## src/rtl/serial_lim_output_pkg.sv

```systemverilog
// Shared definitions for the serial limit output block: FSM encoding and control register layout.
// No logic here; imported by the top and the tick generator.
package serial_lim_output_pkg;

    typedef enum logic [1:0] {
        ST_IDLE  = 2'd0,
        ST_SHIFT = 2'd1,
        ST_LATCH = 2'd2
    } state_t;

    localparam logic [2:0] CTRL_INDEX      = 3'd7;
    localparam int         CTRL_UPDATE_BIT = 0;
    localparam int         CTRL_AUTO_BIT   = 1;

    // A zero divider would never tick; run it as divide-by-one instead.
    function automatic int eff_div(input int div);
        return (div <= 0) ? 1 : div;
    endfunction

endpackage

```

## src/rtl/serial_tick_gen.sv

```systemverilog
// Half-period tick generator: one-cycle tick every CLK_DIV clocks while enabled.
// Counter restarts on every tick and is held at zero while clear is high.
module serial_tick_gen
    import serial_lim_output_pkg::*;
#(
    parameter int CLK_DIV = 10
) (
    input  logic clk,
    input  logic rst_n,
    input  logic clear,
    output logic tick
);

    localparam int DIV = eff_div(CLK_DIV);
    localparam int CW  = (DIV > 1) ? $clog2(DIV) : 1;

    logic [CW-1:0] cnt;

    assign tick = (cnt == CW'(DIV - 1));

    always_ff @(posedge clk or negedge rst_n) begin
        if (!rst_n) begin
            cnt <= '0;
        end else if (clear || tick) begin
            cnt <= '0;
        end else begin
            cnt <= cnt + 1'b1;
        end
    end

endmodule

```

## src/rtl/serial_lim_output.sv

```systemverilog
// AHB-programmed staging register streamed MSB-first to CHANNEL_NUM SIPO chains, then latched.
// AHB never stalls (hreadyout=1); update requests arriving while busy coalesce into one pending transfer.
module serial_lim_output
    import serial_lim_output_pkg::*;
#(
    parameter int CHANNEL_NUM   = 6,
    parameter int CHANNEL_DEPTH = 8,
    parameter int CLK_DIV       = 10
) (
    input  logic                   clk,
    input  logic                   reset_n,
    input  logic                   ahb_addr_valid,
    input  logic [1:0]             mem_ahb_htrans,
    input  logic                   mem_ahb_hready,
    input  logic                   mem_ahb_hwrite,
    input  logic [31:0]            mem_ahb_haddr,
    input  logic [2:0]             mem_ahb_hsize,
    input  logic [2:0]             mem_ahb_hburst,
    input  logic [31:0]            mem_ahb_hwdata,
    output logic                   mem_ahb_hreadyout,
    output logic                   mem_ahb_hresp,
    output logic [31:0]            mem_ahb_hrdata,
    input  logic                   trigger,
    output logic [CHANNEL_NUM-1:0] serial_data_out,
    output logic                   shift,
    output logic                   latch,
    output logic                   out_en_n
);

    localparam int         DATA_WIDTH = CHANNEL_NUM * CHANNEL_DEPTH;
    localparam int         WORDS      = (DATA_WIDTH + 31) / 32;
    localparam logic [2:0] WORDS_IDX  = 3'(WORDS);
    localparam int         BW         = $clog2(CHANNEL_DEPTH + 1);
    localparam logic [BW-1:0] BIT_END = BW'(CHANNEL_DEPTH);

    if (WORDS > 7) begin : g_words_check
        $error("serial_lim_output: staging needs more than 7 words");
    end

    logic unused_inputs;
    assign unused_inputs = ^{mem_ahb_hsize, mem_ahb_hburst, mem_ahb_haddr[31:5],
                             mem_ahb_haddr[1:0], mem_ahb_htrans[0]};

    assign mem_ahb_hreadyout = 1'b1;
    assign mem_ahb_hresp     = 1'b0;

    logic                  addr_ph, wr_ph, rd_ph;
    logic [2:0]            rd_idx;
    logic                  wr_pend;
    logic [2:0]            wr_idx;
    logic [DATA_WIDTH-1:0] staging, staging_wr, shadow;
    logic                  auto_update, sw_req, pending, busy;
    logic [31:0]           rdata;
    logic [2:0]            trig_sync;
    logic                  trig_rise, req;
    state_t                state, state_n;
    logic                  phase, phase_n;
    logic [BW-1:0]         bit_cnt, bit_n;
    logic                  start, latch_done, tick;

    assign addr_ph   = ahb_addr_valid & mem_ahb_htrans[1] & mem_ahb_hready;
    assign wr_ph     = addr_ph & mem_ahb_hwrite;
    assign rd_ph     = addr_ph & ~mem_ahb_hwrite;
    assign rd_idx    = mem_ahb_haddr[4:2];
    assign busy      = (state != ST_IDLE);
    assign trig_rise = trig_sync[1] & ~trig_sync[2];
    assign req       = sw_req | trig_rise;

    always_comb begin
        staging_wr = staging;
        for (int b = 0; b < DATA_WIDTH; b++) begin
            if (wr_idx == 3'(b / 32)) staging_wr[b] = mem_ahb_hwdata[b % 32];
        end
    end

    always_comb begin
        rdata = '0;
        for (int b = 0; b < DATA_WIDTH; b++) begin
            if (rd_idx == 3'(b / 32)) rdata[b % 32] = staging[b];
        end
        if (rd_idx == CTRL_INDEX) rdata = {29'b0, auto_update, pending, busy};
    end

    // Write data arrives one cycle after its address phase; software requests are
    // registered so the snapshot always sees the staging value that caused them.
    always_ff @(posedge clk or negedge reset_n) begin
        if (!reset_n) begin
            wr_pend        <= 1'b0;
            wr_idx         <= '0;
            staging        <= '0;
            auto_update    <= 1'b0;
            sw_req         <= 1'b0;
            mem_ahb_hrdata <= '0;
            trig_sync      <= '0;
        end else begin
            wr_pend   <= wr_ph;
            trig_sync <= {trig_sync[1:0], trigger};
            sw_req    <= 1'b0;
            if (wr_ph) wr_idx <= mem_ahb_haddr[4:2];
            if (wr_pend) begin
                if (wr_idx == CTRL_INDEX) begin
                    auto_update <= mem_ahb_hwdata[CTRL_AUTO_BIT];
                    sw_req      <= mem_ahb_hwdata[CTRL_UPDATE_BIT];
                end else if (wr_idx < WORDS_IDX) begin
                    staging <= staging_wr;
                    sw_req  <= auto_update;
                end
            end
            if (rd_ph) mem_ahb_hrdata <= rdata;
        end
    end

    serial_tick_gen #(
        .CLK_DIV (CLK_DIV)
    ) u_tick (
        .clk   (clk),
        .rst_n (reset_n),
        .clear (state == ST_IDLE),
        .tick  (tick)
    );

    always_comb begin
        state_n    = state;
        phase_n    = phase;
        bit_n      = bit_cnt;
        start      = 1'b0;
        latch_done = 1'b0;
        case (state)
            ST_IDLE: begin
                if (req || pending) begin
                    state_n = ST_SHIFT;
                    phase_n = 1'b0;
                    bit_n   = '0;
                    start   = 1'b1;
                end
            end
            ST_SHIFT: begin
                if (tick) begin
                    if (phase) begin
                        phase_n = 1'b0;
                        bit_n   = bit_cnt + 1'b1;
                    end else if (bit_cnt == BIT_END) begin
                        state_n = ST_LATCH;
                    end else begin
                        phase_n = 1'b1;
                    end
                end
            end
            ST_LATCH: begin
                if (tick) begin
                    state_n    = ST_IDLE;
                    latch_done = 1'b1;
                end
            end
            default: state_n = ST_IDLE;
        endcase
    end

    always_ff @(posedge clk or negedge reset_n) begin
        if (!reset_n) begin
            state    <= ST_IDLE;
            phase    <= 1'b0;
            bit_cnt  <= '0;
            pending  <= 1'b0;
            shadow   <= '0;
            out_en_n <= 1'b1;
        end else begin
            state   <= state_n;
            phase   <= phase_n;
            bit_cnt <= bit_n;
            if (start) begin
                shadow  <= staging;
                pending <= 1'b0;
            end else if (req && busy) begin
                pending <= 1'b1;
            end
            if (latch_done) out_en_n <= 1'b0;
        end
    end

    always_comb begin
        serial_data_out = '0;
        shift           = (state == ST_SHIFT) & phase;
        latch           = (state == ST_LATCH);
        if (state == ST_SHIFT) begin
            for (int n = 0; n < CHANNEL_NUM; n++) begin
                for (int k = 0; k < CHANNEL_DEPTH; k++) begin
                    if (bit_cnt == BW'(k))
                        serial_data_out[n] = shadow[n*CHANNEL_DEPTH + CHANNEL_DEPTH - 1 - k];
                end
            end
        end
    end

endmodule

```

## config.mk

```make
export PLATFORM = sky130hd
export DESIGN_NAME = serial_lim_output
export DESIGN_NICKNAME = d
export VERILOG_FILES = /design/src/rtl/serial_lim_output_pkg.sv /design/src/rtl/serial_tick_gen.sv /design/src/rtl/serial_lim_output.sv
export SDC_FILE = /design/constraint.sdc
export NUM_CORES = 1
export LEC_CHECK = 0
export CAP_MARGIN = 10
export CORE_UTILIZATION = 40
export CTS_BUF_LIST = sky130_fd_sc_hd__clkbuf_4
export DETAILED_ROUTE_END_ITERATION = 10
export PLACE_DENSITY_LB_ADDON = 0.15
export SLEW_MARGIN = 40
export SYNTH_ARGS = -nofsm -noshare
export SYNTH_HDL_FRONTEND = slang
export SYNTH_SLANG_ARGS = --single-unit
```

## constraint.sdc

```tcl
create_clock -name clk -period 2.45 [get_ports clk]
set_input_delay 0.6125 -clock clk [delete_from_list [all_inputs] [get_ports clk]]
set_output_delay 0.6125 -clock clk [all_outputs]
set_load 0.02 [all_outputs]
```

==> flow_summary.ini <==
[setup_path]
criticalPathCategory = register to output port
cp-end-kind = output port
startpoint_type = register
crit_buf_inv = 2
crit_path_frequent_cell = buf_6
crit_slowest_cell = dfrtp_2
cp_max_fo = 6
critPathTopFamily = simple AND/OR/NAND/NOR gates
crit_arrival_ns = 2.37
max_stage_delay_ns = 0.46
required_ns = 1.84
crit_chain = buf_6 -> ha_4 -> or3b_4 -> a221oi_2 -> o32ai_1 -> and3_1 -> buf_6

[yosys]
syn_area_um2 = 6500
synth_top_area_frac = 0.573
syn_area_per_cell_um2 = 12.7
synth.net_count = 595
synth_cells = 511
yosysTopAreaCell = dfrtp_1
synth_seq_cells = 150
synthTopCellsByArea = dfrtp_1 (57%), mux2_2 (16%), nand2_1 (3.8%), mux2i_1 (2.5%), o21ai_0 (1.5%)
ys_seq_area_frac = 0.577
ys.flop_type = dfrtp_1
async_flop_share = 1.00
yosys_warnings = 0
synth_enable_flop_cells = 0
synth_cell_types = 51

[placement]
gp_congestion = 0.861
dp_hpwl_mm = 10.2
io_buffers = 82
dp.cells = 811
dp_slack_ns = -0.596

[die]
rows = 46
boundaryPins = 121
fp.dieH_um = 130
start_util = 0.409
die_w_um = 130
dieArea_um2 = 16800
core_um2 = 15900

[power]
p_total_uw = 6440
powerDensity_nw_per_um2 = 790
switching_share = 0.301
p_switching_uw = 1940
clockPowerShare = 0.261
pwr-share-seq = 0.494
combPwrFrac = 0.246
p_int_uw = 4500
vdd_ir_drop_max_v = 0.000318
p_leak_uw = 0.00369

[detailed_routing]
drc = 0
viasPerCell = 5.17
routed_wl_mm = 14.4
first_iter_violations = 169
wire_per_inst_um = 17.0
vias = 4368
firstDrtPassIters = 6
ant_nets = 0

[global_routing]
grt-ovfl-total = 0
met2_usage = 0.309
grt_max_degree = 65
grt_use_met3 = 0.0454
grt_pass1_wl_mm = 23.7
grt.total_usage = 0.189
grtUsageMet1 = 0.243
grt_pass1_vias = 4551
antenna_found_initial = 0
grt-busiest-layer = met2

[min_path]
min-delay-path-class = register to register

[finish]
area_growth_syn_to_layout_pct = 25.4
seqCellArea_um2 = 3760
multiInputGateArea_um2 = 2630
drive_gt1_frac = 0.315
n_fill_cell = 1471
post-route-util = 0.513
finalNonFillerCells = 845
nNetsFinal = 700
num_antenna_cells = 0

[timing]
fmax_mhz = 335
worst_pin_slew_ns = 0.504
layout_setup_ws_ns = -0.534
period_share = 1.22
clock_skew_ns = 0.0168
rsz0062_at_grt = true
final_hold_viol_count = 0
slew_violations = 0
fin_crit_ns = 2.98
max_slew_margin = 0.664
setup_viol = 6
setup-tns-final_ns = -3.07

[clocking]
clk_latency_ns = 0.56
cts_tree = done
htreeDepth = 4
cts-root-buf = clkbuf_4
clkTransAtPathRegs_ns = 0.11
cts_buffers = 17
clockBufferDepth = 2
cts.sink_count = 150

[status]
violations = negative setup slack
outcome = finished with violations

[job]
maxCapViolCount = 0
## sequential cells by signal, summed over array words and instances (netlist names), 2 cells and up
| name | flops |
|---|---|
| shadow | 48 |
| state | 2 |
| wr_idx | 3 |
| mem_ahb_hrdata | 32 |
| u_tick.cnt | 4 |
| staging | 48 |
| trig_sync | 3 |
| bit_cnt | 4 |
## what timing repair did
item                                   CTS  global route
gates cloned                             0             0
endpoints found under the hold margin   50             0
resized for setup                       45            16
hold buffers                             1             0
pin swaps                                6             8
buffers inserted                         0             1
setup endpoints to repair                8             7
## area by class of cell
type                       count  area share
sequential                   150       0.461
clock buffer                  18      0.0166
inverter                       6     0.00322
multi-input combinational    323       0.323
tap                          216      0.0331
clock inverter                14      0.0225
timing repair buffer         118       0.141
## path summary, 6_finish.rpt
check,startpoint,to,slack (ns),depth (start not counted)
worst max-delay path,bit_cnt[0],serial_data_out[0],-0.53,7
worst min-delay path,trig_sync[0],trig_sync[1],0.37,0
worst max register to register,state[1],shadow[1],0.50,5
worst min register to register,trig_sync[0],trig_sync[1],0.37,0
max in group asynchronous,reset_n,out_en_n,1.20,3
min in group asynchronous,reset_n,shadow[25],0.57,2
## routing by layer
layer / vias up / wire length [um]
li1: 2057 / -
met1: 2177 / 6550
met2: 104 / 6810
met3: 30 / 643
met4: 0 / 363
met5: - / 0
## cell usage after synthesis, drive strengths merged (2+ instances only)
library cell  count
o21ai            21
a21oi             5
o31ai            13
nand3             4
nand4             3
xor2              3
nand3b            2
a221oi           12
nor2b             4
inv               6
o32ai             6
ha                6
o22ai             5
nor2             16
nand2            66
and3              9
a22o              2
a22oi             6
dfrtp           149
mux2i            16
o211ai            5
buf              24
mux2             98
conb              2
clkbuf            8
and3b             2
a21boi            3
## cells by family (layout without fill, tap and decap cells)
kind of cell             count (synthesis)  count (layout)  synth area share
XOR/XNOR                                 4               4           0.00539
multiplexers                           114             114             0.194
other                                    2               2           0.00115
adder cells (fa/ha/maj)                  6               6            0.0115
AO/OA/AOI/OAI                           81              81            0.0933
flip-flops                             150             150             0.577
buffers and inverters                   38             156            0.0340
AND/OR/NAND/NOR                        116             116            0.0831
## power groups by stage
stage	logic [uW]	registers, uW	clock network, uW
4_1_cts	1550	3180	1740
5_1_grt	1740	3240	1840
6_report	1580	3180	1680
3_5_place_dp	1500	3220	0
2_1_floorplan	825	3180	0
3_3_place_gp	1460	3190	0
## worst register-to-register path, stage by stage, from the launching register on
cell,delay (ns)
dfrtp_1,0.41
buf_4,0.16
nor2_1,0.27
a21boi_4,0.24
buf_4,0.38
mux2_2,0.39
## layout by cell type, fill, tap and decap left out, drive strengths merged, types with 6 or more instances in the layout
| master | n |
|---|---|
| o31ai | 13 |
| ha | 6 |
| clkbuf | 19 |
| clkinv | 6 |
| a22oi | 6 |
| and3 | 9 |
| o32ai | 6 |
| o21ai | 21 |
| dfrtp | 149 |
| clkdlybuf4s50 | 73 |
| nand2 | 66 |
| buf | 42 |
| a221oi | 12 |
| mux2 | 98 |
| mux2i | 16 |
| nor2 | 16 |
## through the flow
stage	hold slack, ns	instance area (um^2)
final	0.375	8160
after global routing	0.383	8160
after CTS	0.378	8090
after detailed placement	0.336	7710
after global placement	0.344	7710
after floorplan	0.317	6500
No activity file was read; power rests on OpenSTA's default activity.
